`src/rtl/datapath_decoder_if.sv`:
```
// Bundles the decoder request, operand and result signals.
// The testbench drives the master side and the decoder takes the slave side.
interface datapath_decoder_if #(
  parameter int W = 8
);
  logic         start;
  logic [W-1:0] T;
  logic [W-1:0] B;
  logic [W-1:0] C;
  logic         E;
  logic         shr_in;
  logic         lshl;
  logic [W-1:0] A_out;
  logic         busy;
  logic         done;
  logic         err;

  modport master (
    output start, T, B, C, E, shr_in, lshl,
    input  A_out, busy, done, err
  );

  modport slave (
    input  start, T, B, C, E, shr_in, lshl,
    output A_out, busy, done, err
  );
endinterface

```
`src/rtl/datapath_decoder.sv`:
```
// Inverse of the shift/add-sub datapath.
// The encoder produced T = {S[W-2:0], lshl}, where S = A+B-C (E=0) or A-B+C (E=1).
// This block undoes that in three steps:
//   SHIFT : shift right, restoring the dropped MSB from shr_in
//   STEP1 : undo the B term
//   STEP2 : undo the C term, then publish A
// All arithmetic wraps modulo 2^W.
// Every operand is captured when start is accepted, so later input changes
// cannot disturb an operation that is already in flight.
module datapath_decoder #(
  parameter int W = 8
) (
  input logic              CLK,
  input logic              Clr,
  datapath_decoder_if.slave bus
);

  typedef enum logic [2:0] {
    ST_IDLE  = 3'd0,
    ST_SHIFT = 3'd1,
    ST_STEP1 = 3'd2,
    ST_STEP2 = 3'd3,
    ST_DONE  = 3'd4
  } state_t;

  state_t       state_r;
  state_t       state_s;

  logic [W-1:0] r_r;
  logic [W-1:0] b_cap_r;
  logic [W-1:0] c_cap_r;
  logic         e_cap_r;
  logic         shr_cap_r;
  logic [W-1:0] a_out_r;
  logic         err_r;
  logic         busy_r;
  logic         done_r;

  logic [W-1:0] shift_s;
  logic [W-1:0] step1_s;
  logic [W-1:0] step2_s;

  // Undo B: the encoder added B when E=0 and subtracted it when E=1.
  function automatic logic [W-1:0] undo_b(input logic [W-1:0] r,
                                          input logic [W-1:0] b,
                                          input logic         e);
    logic [W-1:0] res;
    if (e) begin
      res = r + b;
    end else begin
      res = r - b;
    end
    return res;
  endfunction

  // Undo C: the encoder subtracted C when E=0 and added it when E=1.
  function automatic logic [W-1:0] undo_c(input logic [W-1:0] r,
                                          input logic [W-1:0] c,
                                          input logic         e);
    logic [W-1:0] res;
    if (e) begin
      res = r - c;
    end else begin
      res = r + c;
    end
    return res;
  endfunction

  // State register.
  always_ff @(posedge CLK or negedge Clr) begin
    if (!Clr) begin
      state_r <= ST_IDLE;
    end else begin
      state_r <= state_s;
    end
  end

  // Next-state logic.
  // start is honoured only in IDLE; a start seen in any other state is dropped.
  always_comb begin
    state_s = state_r;
    case (state_r)
      ST_IDLE: begin
        if (bus.start) begin
          state_s = ST_SHIFT;
        end else begin
          state_s = ST_IDLE;
        end
      end
      ST_SHIFT: state_s = ST_STEP1;
      ST_STEP1: state_s = ST_STEP2;
      ST_STEP2: state_s = ST_DONE;
      ST_DONE:  state_s = ST_IDLE;
      default:  state_s = ST_IDLE;
    endcase
  end

  // Per-step results, computed from the working register and the captured operands.
  always_comb begin
    shift_s = {shr_cap_r, r_r[W-1:1]};
    step1_s = undo_b(r_r, b_cap_r, e_cap_r);
    step2_s = undo_c(r_r, c_cap_r, e_cap_r);
  end

  // Working register, operand capture, and the sticky A_out/err results.
  always_ff @(posedge CLK or negedge Clr) begin
    if (!Clr) begin
      r_r       <= {W{1'b0}};
      b_cap_r   <= {W{1'b0}};
      c_cap_r   <= {W{1'b0}};
      e_cap_r   <= 1'b0;
      shr_cap_r <= 1'b0;
      a_out_r   <= {W{1'b0}};
      err_r     <= 1'b0;
    end else begin
      case (state_r)
        ST_IDLE: begin
          if (bus.start) begin
            r_r       <= bus.T;
            b_cap_r   <= bus.B;
            c_cap_r   <= bus.C;
            e_cap_r   <= bus.E;
            shr_cap_r <= bus.shr_in;
            err_r     <= bus.T[0] ^ bus.lshl;
          end
        end
        ST_SHIFT: r_r <= shift_s;
        ST_STEP1: r_r <= step1_s;
        ST_STEP2: begin
          r_r     <= step2_s;
          a_out_r <= step2_s;
        end
        ST_DONE:  r_r <= r_r;
        default:  r_r <= r_r;
      endcase
    end
  end

  // Registered busy/done flags, derived from the state being entered.
  always_ff @(posedge CLK or negedge Clr) begin
    if (!Clr) begin
      busy_r <= 1'b0;
      done_r <= 1'b0;
    end else begin
      busy_r <= (state_s == ST_SHIFT) || (state_s == ST_STEP1) ||
                (state_s == ST_STEP2);
      done_r <= (state_s == ST_DONE);
    end
  end

  assign bus.A_out = a_out_r;
  assign bus.err   = err_r;
  assign bus.busy  = busy_r;
  assign bus.done  = done_r;

endmodule

```
`src/flat_wrapper.sv`:
```
// flat-port wrapper written by rule: the top's interface ports become plain ports
module datapath_decoder_flat 
#(
  parameter int W = 8
)
  (CLK, Clr, bus_start, bus_T, bus_B, bus_C, bus_E, bus_shr_in, bus_lshl, bus_A_out, bus_busy, bus_done, bus_err);
  datapath_decoder_if #(.W(W)) bus_i ();
  input logic CLK;
  input logic Clr;
  input wire logic [$bits(bus_i.start)-1:0] bus_start;
  input wire logic [$bits(bus_i.T)-1:0] bus_T;
  input wire logic [$bits(bus_i.B)-1:0] bus_B;
  input wire logic [$bits(bus_i.C)-1:0] bus_C;
  input wire logic [$bits(bus_i.E)-1:0] bus_E;
  input wire logic [$bits(bus_i.shr_in)-1:0] bus_shr_in;
  input wire logic [$bits(bus_i.lshl)-1:0] bus_lshl;
  output wire logic [$bits(bus_i.A_out)-1:0] bus_A_out;
  output wire logic [$bits(bus_i.busy)-1:0] bus_busy;
  output wire logic [$bits(bus_i.done)-1:0] bus_done;
  output wire logic [$bits(bus_i.err)-1:0] bus_err;
  assign bus_i.start = bus_start;
  assign bus_i.T = bus_T;
  assign bus_i.B = bus_B;
  assign bus_i.C = bus_C;
  assign bus_i.E = bus_E;
  assign bus_i.shr_in = bus_shr_in;
  assign bus_i.lshl = bus_lshl;
  assign bus_A_out = bus_i.A_out;
  assign bus_busy = bus_i.busy;
  assign bus_done = bus_i.done;
  assign bus_err = bus_i.err;
  datapath_decoder #(.W(W)) u_core (.CLK(CLK), .Clr(Clr), .bus(bus_i));
endmodule
```
`config.mk`:
```
export PLATFORM = sky130hd
export DESIGN_NAME = datapath_decoder_flat
export DESIGN_NICKNAME = d
export VERILOG_FILES = /design/src/rtl/datapath_decoder_if.sv /design/src/rtl/datapath_decoder.sv /design/src/flat_wrapper.sv
export SDC_FILE = /design/constraint.sdc
export NUM_CORES = 1
export LEC_CHECK = 0
export CORE_ASPECT_RATIO = 2
export CORE_MARGIN = 4
export CORE_UTILIZATION = 49
export DETAILED_ROUTE_END_ITERATION = 6
export PLACE_DENSITY = 0.77
export SETUP_SLACK_MARGIN = 0.1
export SYNTH_ARGS = -nofsm -noshare
export SYNTH_HDL_FRONTEND = slang
export SYNTH_SLANG_ARGS = --single-unit
export TNS_END_PERCENT = 20
```
`constraint.sdc`:
```
create_clock -name CLK -period 2.4 [get_ports CLK]
set_clock_uncertainty 0.2 [all_clocks]
set_input_delay 0.36 -clock CLK [delete_from_list [all_inputs] [get_ports CLK]]
set_output_delay 0.36 -clock CLK [all_outputs]
set_load 0.05 [all_outputs]
```
==> metrics.csv, run 1 <==
metric,value,unit
status,"complete, but fails checks",
failing checks,negative setup slack,
share of cells above drive strength 1,0.295,
Worst-Skew Late Latency,0.30,ns
syn avg cell area,8.64,um^2
multiplexer share of the synthesized area,0.0336,
Worst Hold Class,flop to flop,
Final WS setup,-0.229,ns
H-tree depth,2,
worst slack at placement,-0.277,ns
Synth top area share,0.384,
startpoint types,flop,
fin crit share,1.10,
Die Wd,59.6,um
DR vias/cell,5.64,
# port buffers,40,
R2R Path Start,u_core.b_cap_r[0]$_DFFE_PN0P_,
XOR/XNOR share of the synthesized area,0.0873,
Cell variety after synth,41,
Worst Tran Pin Value,0.494,ns
RR Endpoint,u_core.r_r[7]$_DFFE_PN0P_,
# DRC,0,
"slowest stage delay, CP",0.41,ns
simple-gate share of the synthesized area,0.180,
WS Path Type,flop to flop,
routed wire length,7420,um
final setup fails,11,
Yosys top cell by area,dfrtp_1,
clk root buf,clkbuf_8,
final slew viol count,0,
Final Hold Violating Endpoints,0,
WP data required,2.38,ns
Longest Clk Path Bufs,2,
sequential share of the synthesized area,0.384,
core footprint,5140,um^2
Placed Cells,435,
cell family with most CP delay,compound AO/OA/AOI/OAI gates,
"flops & latches, synth",40,
vias in the first global route,2751,
Levels on crit path,12,
worst reg2reg path depth,12,
crit path launch,u_core.b_cap_r[0]$_DFFE_PN0P_,
Overflow after GRT,0,
R2R Setup Slk,-0.23,ns
ant diodes,0,
DR WL/cell,16.3,um
"Warnings, synthesis",0,
CP endpoint kind,flop,
nets,443,
die area,6630,um^2
Area Overhead vs Synth,44.0,%
crit path max fanout,2,
Final Critical Period,2.63,ns
CTS Sinks,40,
"Reg clk slew, reported paths",0.07,ns
1st-pass router iterations,4,
Post-Syn Area,2610,um^2
Compound-Gate Fraction of Synth Area,0.164,
area share of fa/ha/maj cells after synthesis,0.0921,
Die Ht,111,um
syn_nets,350,
gp weighted congestion,0.910,
first-pass GRT wire length,12300,um
met2 routed WL,3870,um
met3 WL,353,um
CP max-delay cell,dfrtp_1,
max layer used,met4,
largest family of logic cells by synthesized area,simple AND/OR/NAND/NOR gates,
RSZ-0062 raised after global routing,yes,
Final ANT Viol Nets,0,
Slew HR,0.670,
GRT Util Overall,0.243,
CP Cell Sequence,buf_4 > nor3_4 > buf_6 > a21oi_1 > xor2_1 > ha_2 > nand2_1 > o21ai_2 > o21ai_2 > xnor2_1 > a211oi_2 > a211o_1,
synth top area cells,"dfrtp_1, nand2_1, ha_1",
Worst Setup EP,u_core.r_r[7]$_DFFE_PN0P_,
Vias,2559,
Detailed Route Iter0 Violations,103,
Worst Path Arrival,2.61,ns
Cells after Synth,302,
CTS tree,done,
CP bufs+invs,2,
initial antenna violation count,0,
most frequent CP cell,o21ai_2,
Initial Util,0.508,
post-detail-place hpwl,5360,um
final cell count without fillers,454,
fmax,0.380,GHz
FILL cells,362,
met1 wire length,2630,um
num rows,37,
max-cap viol count,0,
boundary pin count,41,
largest net degree at the start of global routing,29,
CTS Buf Count,5,
==> through the flow <==
| step | TNS [ns] | hold slack (ns) | instance area, um^2 | utilization |
|---|---|---|---|---|
| global route | -3.09 | 0.300 | 3760 | 0.731 |
| CTS | -0.847 | 0.280 | 3680 | 0.717 |
| detailed placement | -1.33 | 0.127 | 3400 | 0.662 |
| finish | -1.51 | 0.275 | 3760 | 0.731 |
| global placement | -0.791 | 0.124 | 3400 | 0.662 |
| floorplan | -0.222 | -0.136 | 2650 | - |
==> sequential cells by signal (all words and copies together), names as in the netlist <==
signal,count
u_core.bus.done,1
u_core.bus.busy,1
u_core.c_cap_r,8
u_core.shr_cap_r,1
u_core.bus.A_out,8
u_core.bus.err,1
u_core.state_r,3
u_core.b_cap_r,8
u_core.e_cap_r,1
u_core.r_r,8
==> cells in the mapped netlist (all sizes together) <==
master and number:
xnor2 18, o21ai 32, a211o 1, and3 2
dfrtp 40, nand2b 1, a211oi 3, o32ai 1
or2 2, nand3 5, a21oi 17, clkbuf 3
nand3b 1, nor2b 3, o2111ai 1, mux4 2
or3 3, a221oi 2, xor2 8, nor2 20
mux2i 2, nor3 9, nand2 58, buf 9
inv 23, a21o 4, mux2 2, o22ai 4
ha 16, a31oi 8, fa 2
==> logic make-up (layout without fill, tap and decap cells) <==
group / Yosys count / count (layout)
xor gates and xnor gates: 26 / 26
AOI/OAI and AO/OA: 73 / 73
DFF: 40 / 40
adders and majority gates: 18 / 18
and+or+nand+nor: 104 / 104
buffers and inverters: 35 / 129
muxes: 6 / 6
==> layout by cell type, fill, tap and decap left out, types with 4 or more instances in the layout <==
| cell | netlist | routed |
|---|---|---|
| inv_2 | 2 | 7 |
| dfrtp_1 | 40 | 39 |
| clkbuf_8 | 0 | 6 |
| clkdlybuf4s50_1 | 0 | 39 |
| ha_4 | 0 | 4 |
| nand3_1 | 5 | 4 |
| o21ai_1 | 5 | 9 |
| xnor2_1 | 18 | 15 |
| a31oi_1 | 8 | 6 |
| a21o_1 | 4 | 4 |
| a21oi_2 | 0 | 7 |
| ha_1 | 16 | 10 |
| nor2_1 | 20 | 19 |
| a21oi_1 | 17 | 9 |
| nor3_1 | 6 | 5 |
| buf_4 | 2 | 55 |
| o21ai_0 | 27 | 21 |
| xor2_1 | 8 | 7 |
| nand2_1 | 58 | 58 |
| inv_1 | 21 | 16 |
==> area by class of cell <==
cell class                      instances  area (um^2)  share of cell area
Multi-Input combinational cell        227         1660               0.443
Timing Repair Buffer                   98          841               0.224
Inverter                               23         86.3              0.0230
Clock buffer                            8         90.1              0.0240
Sequential cell                        40         1000               0.267
Tap cell                               58         72.6              0.0193
==> worst reg2reg max path: stages, from the launching register on <==
cell and delay (ns):
dfrtp_1 0.41, buf_4 0.16, nor3_4 0.19, buf_6 0.13, a21oi_1 0.08, xor2_1 0.16, ha_2 0.34, nand2_1 0.08
o21ai_2 0.15, o21ai_2 0.08, xnor2_1 0.17, a211oi_2 0.09, a211o_1 0.28
==> what timing repair did <==
| item | in CTS | in global routing |
|---|---|---|
| gates cloned | 0 | 0 |
| endpoints found under the setup margin | 12 | 12 |
| pin swaps | 34 | 8 |
| hold buffers | 1 | 0 |
| resized for setup | 36 | 10 |
| setup buffers | 10 | 2 |
| hold endpoints to repair | 18 | 0 |
==> worst min-delay path by stage <==
stage / slack [ns] / from / end / cells past startpoint
after CTS: 0.28 / u_core.bus.A_out[5]$_DFFE_PN0P_ / u_core.bus.A_out[5]$_DFFE_PN0P_ / 2
after global routing: 0.30 / u_core.bus.A_out[5]$_DFFE_PN0P_ / u_core.bus.A_out[5]$_DFFE_PN0P_ / 2
final: 0.27 / u_core.bus.A_out[5]$_DFFE_PN0P_ / u_core.bus.A_out[5]$_DFFE_PN0P_ / 2
after detailed placement: 0.13 / Clr / u_core.bus.A_out[1]$_DFFE_PN0P_ / 1
after floorplan: -0.14 / Clr / u_core.b_cap_r[0]$_DFFE_PN0P_ / 0
after global placement: 0.12 / Clr / u_core.bus.A_out[1]$_DFFE_PN0P_ / 1
==> metal layers <==
metal | up-vias | track usage
met2 | 89 | 0.414
li1 | 1214 | -
met4 | 0 | 0.182
met5 | - | 0
met1 | 1216 | 0.236
met3 | 40 | 0.0618
Power of run 1 is not shown: default switching activity piles up to over one toggle a cycle in this logic, so the estimate is an artifact.
==> run 2: changes to the inputs <==
--- a/config.mk
+++ b/config.mk
@@ -9,8 +9,11 @@
 export CORE_MARGIN = 4
 export CORE_UTILIZATION = 49
 export DETAILED_ROUTE_END_ITERATION = 6
+export GPL_TIMING_DRIVEN = 1
+export MAX_ROUTING_LAYER = met4
 export PLACE_DENSITY = 0.77
 export SETUP_SLACK_MARGIN = 0.1
+export SKIP_CTS_REPAIR_TIMING = 1
 export SYNTH_ARGS = -nofsm -noshare
 export SYNTH_HDL_FRONTEND = slang
 export SYNTH_SLANG_ARGS = --single-unit
==> metrics.csv, run 2 (synthesized netlist as in run 1, its figures left out) <==
metric,value,unit
status,"complete, but fails checks",
failing checks,negative setup slack,
core footprint,5140,um^2
largest net degree at the start of global routing,29,
CTS Buf Count,5,
"most common cell after layout, fill and taps aside",nand2_1,
Area Overhead vs Synth,43.7,%
final slew viol count,0,
die area,6630,um^2
final cell count without fillers,449,
Die Ht,111,um
WS Path Type,flop to flop,
share of cells above drive strength 1,0.302,
WP data required,2.43,ns
first-pass GRT wire length,11200,um
Final Critical Period,2.65,ns
H-tree depth,2,
final setup fails,9,
Worst-Skew Late Latency,0.31,ns
fmax,0.378,GHz
boundary pin count,41,
max-cap viol count,0,
Die Wd,59.6,um
fin crit share,1.10,
clk root buf,clkbuf_8,
post-detail-place hpwl,5250,um
GRT Util Overall,0.225,
Overflow after GRT,0,
Worst Tran Pin Value,0.501,ns
"commonest cells after routing, fill and taps aside","nand2_1, buf_4, clkdlybuf4s50_1, dfrtp_1",
Final Hold Violating Endpoints,0,
Placed Cells,434,
Detailed Route Iter0 Violations,91,
Initial Util,0.508,
num rows,37,
# port buffers,40,
startpoint types,flop,
Longest Clk Path Bufs,2,
CP endpoint kind,flop,
# DRC,0,
crit path launch,u_core.c_cap_r[1]$_DFFE_PN0P_,
Final WS setup,-0.248,ns
R2R Path Start,u_core.c_cap_r[1]$_DFFE_PN0P_,
Vias,2486,
Worst Hold Class,flop to flop,
vias in the first global route,2472,
CTS tree,done,
ant diodes,0,
hold_sp,u_core.bus.A_out[5]$_DFFE_PN0P_,
initial antenna violation count,0,
DR vias/cell,5.54,
DR WL/cell,16.0,um
Setup Total Neg Slack,-1.16,ns
RSZ-0062 raised after global routing,yes,
crit path max fanout,5,
nets,438,
Final ANT Viol Nets,0,
gp weighted congestion,0.927,
routed wire length,7200,um
Worst Path Arrival,2.67,ns
CTS Sinks,40,
1st-pass router iterations,4,
Slew HR,0.665,
"Reg clk slew, reported paths",0.08,ns
==> run 2: area by class of cell <==
type                    instances  area (um^2)
multi-input cells             227         1690
flip-flops and latches         40         1000
clock buffers                   8         90.1
fillers                       376         1390
inverters                      23         86.3
well taps                      58         72.6
repair buffers                 93          812
==> run 2: routing by layer <==
| metal | global-route usage | wire, um | vias up |
|---|---|---|---|
| li1 | - | - | 1198 |
| met1 | 0.230 | 2600 | 1178 |
| met2 | 0.397 | 3980 | 85 |
| met3 | 0.0443 | 311 | 25 |
| met4 | 0.0976 | 307 | 0 |
| met5 | - | 0 | - |
==> run 2: final timing paths <==
kind                            slack (ns)                              end  cells past startpoint
worst max-delay path                 -0.25        u_core.r_r[5]$_DFFE_PN0P_                     11
worst min-delay path                  0.28  u_core.bus.A_out[5]$_DFFE_PN0P_                      2
worst max register to register       -0.25        u_core.r_r[5]$_DFFE_PN0P_                     11
worst min register to register        0.28  u_core.bus.A_out[5]$_DFFE_PN0P_                      2
max in group asynchronous             1.00       u_core.e_cap_r$_DFFE_PN0P_                      3
min in group asynchronous             0.32  u_core.bus.A_out[1]$_DFFE_PN0P_                      2
==> run 2: worst max-delay path, stage by stage (launching register included) <==
cell and delay, ns:
dfrtp_1 0.41, inv_2 0.08, ha_4 0.17, a31oi_1 0.19
xnor2_1 0.14, ha_1 0.32, and3_1 0.19, a21oi_2 0.15
nand3b_1 0.12, xor2_1 0.25, nand3_1 0.15, a21oi_1 0.21
==> run 2: per-stage QoR <==
stage	setup WS, ns	cell area (um^2)	hold slack, ns	utilization
floorplan	-0.0647	2650	-0.136	-
CTS	-0.310	3480	-0.191	0.678
global placement	-0.224	3390	0.126	0.660
finish	-0.248	3750	0.278	0.729
global route	-0.312	3750	0.306	0.729
detailed placement	-0.301	3390	0.132	0.660
Power of run 2 is left out for the same reason.
==> run 3: changes to the inputs <==
--- a/config.mk
+++ b/config.mk
@@ -14,6 +14,7 @@
 export PLACE_DENSITY = 0.77
 export SETUP_SLACK_MARGIN = 0.1
 export SKIP_CTS_REPAIR_TIMING = 1
+export SLEW_MARGIN = 20
 export SYNTH_ARGS = -nofsm -noshare
 export SYNTH_HDL_FRONTEND = slang
 export SYNTH_SLANG_ARGS = --single-unit
==> results of run 3 <==
The final DEF is identical to that of run 2; final timing and power are the same.
Power of run 3 is left out for the same reason.
